**src/rtl/mem_port_arbiter.sv**
```systemverilog
`default_nettype none
// ============================================================================
// Module   : mem_port_arbiter
// Purpose  : Shares one single-port SRAM between i-cache refill bursts and
//            data accesses, with response tagging and refill anti-starvation.
// Revision : 1.0
// ============================================================================
module mem_port_arbiter #(
    parameter int ADDR_W     = 10,
    parameter int DATA_W     = 32,
    parameter int RD_LAT     = 2,
    parameter int LINE_WORDS = 4,
    parameter int STARVE_MAX = 3
) (
    input  logic              clk,
    input  logic              rst,
    input  logic              i_req,
    input  logic [ADDR_W-1:0] i_addr,
    output logic              i_gnt,
    output logic              i_rvalid,
    output logic [DATA_W-1:0] i_rdata,
    output logic              i_last,
    input  logic              d_req,
    input  logic              d_we,
    input  logic [ADDR_W-1:0] d_addr,
    input  logic [DATA_W-1:0] d_wdata,
    output logic              d_gnt,
    output logic              d_rvalid,
    output logic [DATA_W-1:0] d_rdata,
    output logic              mem_csb,
    output logic              mem_web,
    output logic [ADDR_W-1:0] mem_addr,
    output logic [DATA_W-1:0] mem_wdata,
    input  logic [DATA_W-1:0] mem_rdata,
    output logic              busy
);

    localparam int LW = $clog2(LINE_WORDS);
    localparam int SW = $clog2(STARVE_MAX + 1);
    localparam logic [LW-1:0] c_LAST       = LW'(LINE_WORDS - 1);
    localparam logic [SW-1:0] c_STARVE_MAX = SW'(STARVE_MAX);

    typedef enum logic [1:0] {
        S_IDLE   = 2'd0,
        S_IBURST = 2'd1,
        S_DACC   = 2'd2
    } state_t;

    state_t               state_q;
    logic [LW-1:0]        cnt_q;
    logic [SW-1:0]        starve_q;
    logic [ADDR_W-LW-1:0] base_q;
    logic                 mem_csb_q;
    logic                 mem_web_q;
    logic [ADDR_W-1:0]    mem_addr_q;
    logic [DATA_W-1:0]    mem_wdata_q;
    logic                 i_gnt_q;
    logic                 d_gnt_q;
    logic [RD_LAT-1:0]    tag_v_q;
    logic [RD_LAT-1:0]    tag_o_q;
    logic [RD_LAT-1:0]    tag_l_q;

    logic tag_v_d;
    logic tag_o_d;
    logic tag_l_d;
    logic w_unused_lsb;

    // Tag describing the access happening this cycle; DACC reads are web=1.
    assign tag_v_d = (state_q == S_IBURST) || ((state_q == S_DACC) && mem_web_q);
    assign tag_o_d = (state_q == S_IBURST);
    assign tag_l_d = (state_q == S_IBURST) && (cnt_q == c_LAST);
    assign w_unused_lsb = ^i_addr[LW-1:0];

    always_ff @(posedge clk) begin
        if (rst) begin
            state_q     <= S_IDLE;
            cnt_q       <= '0;
            starve_q    <= '0;
            base_q      <= '0;
            mem_csb_q   <= 1'b1;
            mem_web_q   <= 1'b1;
            mem_addr_q  <= '0;
            mem_wdata_q <= '0;
            i_gnt_q     <= 1'b0;
            d_gnt_q     <= 1'b0;
            tag_v_q     <= '0;
            tag_o_q     <= '0;
            tag_l_q     <= '0;
        end else begin
            tag_v_q[0] <= tag_v_d;
            tag_o_q[0] <= tag_o_d;
            tag_l_q[0] <= tag_l_d;
            for (int i = 1; i < RD_LAT; i++) begin
                tag_v_q[i] <= tag_v_q[i-1];
                tag_o_q[i] <= tag_o_q[i-1];
                tag_l_q[i] <= tag_l_q[i-1];
            end

            case (state_q)
                S_IDLE: begin
                    if (!i_req) begin
                        starve_q <= '0;
                    end
                    if (d_req && (!i_req || (starve_q < c_STARVE_MAX))) begin
                        state_q     <= S_DACC;
                        mem_csb_q   <= 1'b0;
                        mem_web_q   <= ~d_we;
                        mem_addr_q  <= d_addr;
                        mem_wdata_q <= d_wdata;
                        d_gnt_q     <= 1'b1;
                    end else if (i_req) begin
                        state_q    <= S_IBURST;
                        cnt_q      <= '0;
                        starve_q   <= '0;
                        base_q     <= i_addr[ADDR_W-1:LW];
                        mem_csb_q  <= 1'b0;
                        mem_web_q  <= 1'b1;
                        mem_addr_q <= {i_addr[ADDR_W-1:LW], {LW{1'b0}}};
                        i_gnt_q    <= 1'b1;
                    end
                end
                S_DACC: begin
                    state_q   <= S_IDLE;
                    mem_csb_q <= 1'b1;
                    mem_web_q <= 1'b1;
                    d_gnt_q   <= 1'b0;
                    if (i_req && (starve_q < c_STARVE_MAX)) begin
                        starve_q <= starve_q + SW'(1);
                    end
                end
                S_IBURST: begin
                    i_gnt_q <= 1'b0;
                    if (cnt_q == c_LAST) begin
                        state_q   <= S_IDLE;
                        mem_csb_q <= 1'b1;
                    end else begin
                        cnt_q      <= cnt_q + LW'(1);
                        mem_addr_q <= {base_q, cnt_q + LW'(1)};
                    end
                end
                default: begin
                    state_q   <= S_IDLE;
                    mem_csb_q <= 1'b1;
                    mem_web_q <= 1'b1;
                end
            endcase
        end
    end

    assign mem_csb   = mem_csb_q;
    assign mem_web   = mem_web_q;
    assign mem_addr  = mem_addr_q;
    assign mem_wdata = mem_wdata_q;
    assign i_gnt     = i_gnt_q;
    assign d_gnt     = d_gnt_q;
    assign i_rvalid  = tag_v_q[RD_LAT-1] & tag_o_q[RD_LAT-1];
    assign d_rvalid  = tag_v_q[RD_LAT-1] & ~tag_o_q[RD_LAT-1];
    assign i_last    = i_rvalid & tag_l_q[RD_LAT-1];
    assign i_rdata   = mem_rdata;
    assign d_rdata   = mem_rdata;
    assign busy      = (state_q != S_IDLE) || (|tag_v_q);

endmodule
`default_nettype wire

```
**config.mk**
```make
export PLATFORM = sky130hd
export DESIGN_NAME = mem_port_arbiter
export DESIGN_NICKNAME = d
export VERILOG_FILES = /design/src/rtl/mem_port_arbiter.sv
export SDC_FILE = /design/constraint.sdc
export NUM_CORES = 1
export LEC_CHECK = 0
export CAP_MARGIN = 20
export CELL_PAD_IN_SITES_DETAIL_PLACEMENT = 0
export CELL_PAD_IN_SITES_GLOBAL_PLACEMENT = 1
export CORE_UTILIZATION = 25
export DETAILED_ROUTE_END_ITERATION = 16
export HOLD_SLACK_MARGIN = 0.15
export PLACE_DENSITY_LB_ADDON = 0.25
export RECOVER_POWER = 25
export SLEW_MARGIN = 15
export SYNTH_ARGS = -nofsm -noshare
export SYNTH_HDL_FRONTEND = slang
export SYNTH_SLANG_ARGS = --single-unit
export TNS_END_PERCENT = 10
```
**constraint.sdc**
```tcl
create_clock -name clk -period 2 [get_ports clk]
set_input_delay 0.4 -clock clk [delete_from_list [all_inputs] [get_ports clk]]
set_output_delay 0.4 -clock clk [all_outputs]
set_load 0.005 [all_outputs]
```
Word-level counts from Yosys, hierarchy flattened

Cells that the tools add are included.

Register bits after elaboration: 66
Output and inout bits: 114

Add/subtract/negate cells: 2
Magnitude comparators: 1
Equality and inequality tests: 10
Mux-type cells: 28
Bitwise operators: 7
Reduce and logical (&&, ||, !) cells: 22

Operators with widths:

| cell                                                            | count |
|---|---|
| 10-bit two-way mux                                              | 3 |
| 2-bit two-way mux                                               | 10 |
| 10-bit one-hot mux with 2 select lines                          | 1 |
| 2-bit one-hot mux with 2 select lines                           | 3 |
| 2-bit AND reduction                                             | 5 |
| 3-bit AND reduction                                             | 3 |
| 2-bit != test, second input constant                            | 4 |
| 1-bit one-hot mux with 2 select lines                           | 4 |
| 1-bit two-way mux                                               | 7 |
| 2-bit nonzero test                                              | 3 |
| 2-bit by 1-bit adder with 2-bit output, second input constant   | 2 |
| 2-bit == test, second input constant                            | 2 |
| 1-bit logical AND                                               | 4 |
| 2-bit by 1-bit != test with 1-bit output, second input constant | 2 |
| 1-bit NOT                                                       | 4 |
| 4-bit AND reduction                                             | 1 |
| 1-bit bitwise AND                                               | 3 |
| 1-bit logical OR                                                | 3 |
| 3-bit != test, second input constant                            | 1 |
| 2-bit by 1-bit == test with 1-bit output, second input constant | 1 |
| 2-bit zero test                                                 | 1 |
| 2-bit less-than comparator, second input constant               | 1 |
| 2-bit OR reduction                                              | 1 |
| 1-bit zero test                                                 | 1 |

Depth between registers and ports, before layout

Word-level depth: 5
Gate-level depth with buffers: 7
Gate-level depth less buffers: 5

Least setup slack after synthesis

Ideal clock, no wire load.

Path type: reg2reg
Start: reg cnt_q[0]
End: reg mem_addr_q[2] (netlist: mem_addr[2])
Arrival: 1,403 ps
Data required time: 1,883 ps
Setup slack: 480 ps
Cell stages (with the launch flop): 5
Clock period less this slack: 1,520 ps
Cell sequence: dfxtp_1 > ha_1 > a211oi_1 > nor2_2 > a32o_1

Word-level cells in the longest chain between the ends: 3

Ends and longest elaborated chain:

| item                                 | RTL line | source |
|---|---|---|
| start: declaration                   | 50       | `logic [LW-1:0] cnt_q;` |
| start signal: assignment             | 137      | `cnt_q <= cnt_q + LW'(1);` |
| 2-bit == test                        | 133      | `if (cnt_q == c_LAST) begin` |
| 2-bit != test (no source line)       | --       |  |
| 3-bit AND reduction (no source line) | --       |  |
| end signal: assignment               | 108      | `mem_addr_q <= d_addr;` |
| end signal: assignment               | 118      | `mem_addr_q <= {i_addr[ADDR_W-1:LW], {LW{1'b0}}};` |
| end signal: assignment               | 138      | `mem_addr_q <= {base_q, cnt_q + LW'(1)};` |
| end: declaration                     | 55       | `logic [ADDR_W-1:0] mem_addr_q;` |

Every way passes these cells.
A chain may end at the register's enable or synchronous reset.

Final worst setup path

Start: reg state_q[0]
End: out busy

Word-level cells in the longest chain between the ends: 2

Ends and longest elaborated chain:

| item                     | RTL line | source |
|---|---|---|
| start: declaration       | 49       | `state_t state_q;` |
| start signal: assignment | 76       | `state_q <= S_IDLE;` |
| start signal: assignment | 105      | `state_q <= S_DACC;` |
| start signal: assignment | 112      | `state_q <= S_IBURST;` |
| 2-bit nonzero test       | 161      | `assign busy = (state_q != S_IDLE) \|\| (\|tag_v_q);` |
| 1-bit logical OR         | 161      |  |
| end: declaration         | 35       | `output logic busy` |

Every way passes these cells.

==> flow_metrics.py <==
metrics = {
    "floorplanning": {
        "die_x_um": 114,
        "coreArea_um2": 12100,
        "io_pins": 203,
        "die_y_um": 114,
        "num_rows": 40,
        "initial_core_util_pct": 25.8,
        "die-area_um2": 12900,
    },
    "synth": {
        "async_flop_share_pct": 0,
        "netlist_instances": 377,
        "synth.yosys.warnings": 0,
        "yosysTopAreaCellShare_pct": 42.3,
        "ys_ff_latch": 66,
        "yosysTopAreaCell": "dfxtp_1",
        "synth_flop_cell": "dfxtp_1",
        "syn_area_per_cell_um2": 8.29,
        "yosysSeqAreaShare_pct": 42.3,
        "syn-num-nets": 468,
        "synthTopCellsByArea": "dfxtp_1 42%, buf_4 15%, nand2_1 11%",
        "yosys.area_share.adder_pct": 0.801,
        "synth_top_family_by_area": "simple AND/OR/NAND/NOR gates",
        "synth-simple-area-share_pct": 19.7,
        "syn_area_um2": 3120,
        "synth_edf_count": 0,
        "synth_mux_area_share_pct": 2.92,
        "synth_cell_types": 39,
        "synth-compound-area-share_pct": 14.8,
        "yosys.area_share.xor_xnor_pct": 0,
    },
    "timing": {
        "tightest_slew_ps": 891,
        "fin_ws_ps": 156,
        "holdWs_ps": 433,
        "fin_tns_setup_ps": 0,
        "setup_violations": 0,
        "rsz0062_at_grt": "no",
        "period_share_pct": 92.2,
        "slew_headroom_pct": 40.6,
        "fin_skew_ps": 5.14,
        "fin_crit_ps": 1840,
        "drv_slew": 0,
        "fmax_ghz": 0.542,
        "hold_viol_final": 0,
    },
    "layout": {
        "synthToLayoutAreaGrowth_pct": 38.0,
        "seqCellArea_um2": 1320,
        "drive_above_1_share_pct": 9.68,
        "fillers": 1288,
        "multi_input_area_um2": 1190,
        "final_cell_mix": "103 x clkdlybuf4s50_1, 88 x nand2_1, 66 x dfxtp_1",
        "fin_area_um2": 4310,
        "fin_cells": 602,
        "fin_nets": 520,
        "antenna_cells": 0,
        "layout_commonest_cell": "clkdlybuf4s50_1",
        "utilization_pct": 35.6,
    },
    "global_route": {
        "grt_pass1_vias": 2589,
        "grt_antenna_before_repair": 0,
        "grt_max_degree": 34,
        "overflow": 0,
        "grt_first_pass_wirelength_um": 13000,
        "track_usage_pct": 12.9,
    },
    "placement": {
        "globalplace.congestion": 0.704,
        "portBuffers": 104,
        "place_ws_ps": -81.8,
        "dpl_cell_area_um2": 3990,
        "dp_cells": 586,
        "hpwl_um": 5560,
    },
    "worst_hold_path": {
        "hold_depth": 1,
        "min-delay-start": "tag_o_q[0]",
        "hp-class": "reg2reg",
    },
    "worst_setup_path": {
        "cp.buffers_inverters": 1,
        "setup.worst_path.start": "state_q[0]",
        "crit_path_max_fanout": 6,
        "critPathMaxStageDelay_ps": 500,
        "cp-end-kind": "primary output",
        "path_depth": 3,
        "arrival_ps": 1440,
        "cp_top_family": "buffers and inverters",
        "rr_worst_depth": 6,
        "crit_slowest_cell": "clkdlybuf4s50_1",
        "crit_type": "reg2out",
        "cp_cell_sequence": "nor2_1 -> nand2_1 -> clkdlybuf4s50_1",
        "cp-start-kind": "register",
        "timing.rr.start": "starve_q[0]",
        "cp_data_required_time_ps": 1600,
    },
    "drt": {
        "vias": 2516,
        "routed_wl_um": 7940,
        "drt_iter0_markers": 61,
        "ant_nets": 0,
        "avgViaCountPerCell": 4.18,
        "drc_errors": 0,
        "drt-pass1-iter-count": 4,
        "wire_per_inst_um": 13.2,
    },
    "cts": {
        "clkTransAtPathRegs_ps": 60,
        "htree_levels": 3,
        "cts_tree": "done",
        "root_buffer": "clkbuf_16",
        "cts_setup_buffers": 0,
        "cts.sinks": 66,
        "cts_buffers": 9,
        "cts_resized": 0,
        "ctsLongestPathBuffers": 2,
        "clock_latency_ps": 330,
        "hold_buffers": 0,
    },
    "power": {
        "cellPowerDensity_nw_per_um2": 887,
        "power.leakage_nw": 1.72,
        "peakVddDrop_uv": 371,
        "total_power_mw": 3.82,
    },
    "outcome": {
        "status": "complete, no violations",
    },
    "job": {
        "maxCapViolCount": 0,
    },
}
-- cell families after synthesis --
kind of cell	count (synthesis)
compound gates	74
buf+inv	85
flops	66
simple gates	141
fa+ha+maj	2
mux	9
-- sequential cells by signal, summed over array words and instances (netlist names), 2 cells and up --
name       flops
base_q         8
state_q        2
cnt_q          2
mem_addr      10
tag_o_q        2
tag_v_q        2
mem_wdata     32
tag_l_q        2
starve_q       2
-- synthesized netlist by cell type, types with 2 or more instances --
cell	number
and2_1	2
nor3_1	5
nand3b_1	2
nor2_1	24
buf_4	64
buf_1	2
a21oi_1	45
a32o_1	8
buf_2	3
buf_6	6
nand2_1	88
o21ai_0	2
nand3_1	2
a21o_1	9
ha_1	2
or2b_1	2
mux2i_1	8
a211oi_1	2
dfxtp_1	66
nor2b_1	8
clkbuf_1	9
-- where the power goes --
part | switching [mW] | leakage, nW | internal [mW]
registers | 0.0481 | 0.541 | 1.41
logic | 0.269 | 1.02 | 0.373
clock network | 0.602 | 0.159 | 1.13
-- area by class of cell --
class                      count  area share, %
clock inverter                 6           2.09
clock buffer                  10           5.54
sequential                    66           30.7
tap                          168           4.88
timing repair buffer         125           29.0
multi-input combinational    226           27.7
inverter                       1         0.0871
-- routing by layer --
metal / up-vias / part of all wire [%] / global-route usage (%)
met2: 78 / 46 / 20.2
met1: 1143 / 43 / 15.3
met4: 0 / 1.3 / 4.33
li1: 1286 / - / -
met3: 9 / 9.8 / 6.38
met5: - / 0 / 0
-- path summary, 6_finish.rpt --
path | endpoint | slack (ps)
max | busy | 160
min | tag_o_q[1] | 430
max reg2reg | mem_wdata[24] | 350
min reg2reg | tag_o_q[1] | 430
Note: power is estimated with default switching activity, not from simulation.
==> RTL change, RTL diff (same flow settings) <==
`LINE_WORDS`: 4 -> 2.
--- a/src/rtl/mem_port_arbiter.sv
+++ b/src/rtl/mem_port_arbiter.sv
@@ -10,5 +10,5 @@
     parameter int DATA_W     = 32,
     parameter int RD_LAT     = 2,
-    parameter int LINE_WORDS = 4,
+    parameter int LINE_WORDS = 2,
     parameter int STARVE_MAX = 3
 ) (
Behaviour: not the same (a bounded check fails within 4 cycles, from zero or initial values and one cycle with rst high).
==> RTL change against the unedited design <==
Clock power decreased by 16%; critical path type unchanged; sequential cell count is the same; total power is 7.5% lower; highest routed layer unchanged; cell area decreased by 4.5%; synthesized area fell by 2.0%; non-clock buffer count is 6 lower; hold slack hardly changed; setup slack improved by 0.037 ns; largest cell class unchanged; wire length down 5.3%; utilization down 1.2 points.
==> RTL change: results (changes against the unedited design) <==
grtUsageTotal_pct: 12.1  # -0.74 points
ir_drop_v: 0.000377  # +1.5%
gp_congestion: 0.693  # -1.6%
drt_iter0_drc: 113  # +85%
skew_ns: 0.00655  # +0.00141 ns
wl_met3_um: 580  # -25%
wire_per_inst_um: 13.3  # +0.95%
switching_share_pct: 23.8  # -0.21 points
vias_per_cell: 4.30  # +2.9%
p_comb_w: 0.000618  # -3.7%
async_reset_ff_share_pct: 0  # unchanged
ys_seq_area_share_pct: 43.1  # +0.85 points
grt_pass1_wl_um: 12000  # -7.2%
drive_above_1_share_pct: 8.13  # -1.5 points
synth_area_leaders: "dfxtp_1, buf_4, nand2_1"
wl_met2_um: 3370  # -7.7%
met2_usage_pct: 19.3  # -0.98 points
synth_nets: 458  # -2.1%
met3_usage_pct: 4.54  # -1.8 points
wl_met1_um: 3510  # +3.0%
synth_cell_types: 36  # -7.7%
whs_ns: 0.433  # -0.000292 ns
r2r_setup_slack_ns: 0.49  # +0.14 ns
crit_arrival_ns: 1.41  # -0.03 ns
finalNetCount: 505  # -2.9%
grt_use_met1_pct: 15.1  # -0.19 points
status: "completed"
numPortBuffers: 105  # +0.96%
post-dp-hpwl_um: 5190  # -6.7%
==> RTL change: area by class of cell <==
type / count / area (um^2)
Fill cell: 1268 / 7840
Sequential cell: 66 / 1320
Timing Repair Buffer: 119 / 1190
Multi-Input combinational cell: 218 / 1140
Clock buffer: 12 / 267
Tap cell: 147 / 184
Clock inverter: 2 / 12.5
Inverter: 1 / 3.75
==> RTL change: cell families after synthesis <==
kind of cell,share of synthesized area (%)
simple gates,17.9
buf+inv,19.6
compound gates,15.7
flops,43.1
mux,3.31
fa+ha+maj,0.408
==> RTL change: how the worst max path moves through the flow <==
stage	startpoint	endpoint	slack [ns]	cells after the start
floorplan	starve_q[0]$_SDFFE_PP0P_	mem_wdata[0]$_SDFFE_PP0P_	0.54	7
global placement	i_req	mem_addr[9]$_SDFFE_PP0P_	0.05	5
detailed placement	i_req	mem_addr[9]$_SDFFE_PP0P_	0.02	5
CTS	state_q[0]$_SDFFE_PP0P_	busy	0.03	3
global route	state_q[0]$_SDFFE_PP0P_	busy	0.1	3
finish	state_q[0]$_SDFFE_PP0P_	busy	0.19	3
==> RTL change: critical path, stage by stage, from the launching register on <==
cell	delay [ns]
dfxtp_2	0.36
nor2_1	0.20
nand2_1	0.08
clkdlybuf4s50_1	0.45
==> RTL change: through the flow <==
stage | area (um^2) | total power [W] | setup WS [ns] | instances
after global placement | 3840 | 0.00212 | 0.0466 | 551
after CTS | 4120 | 0.00361 | 0.0349 | 565
final | 4120 | 0.00354 | 0.193 | 565
after global routing | 4120 | 0.00373 | 0.0954 | 565
after detailed placement | 3840 | 0.00212 | 0.0171 | 551
after floorplan | 3060 | 0.00186 | 0.539 | 368
==> RTL change: repair_timing <==
action / 4_1_cts / 5_1_grt
gates resized for setup: 0 / 1
endpoints found under the hold margin: 0 / 0
endpoints found under the setup margin: 0 / 1
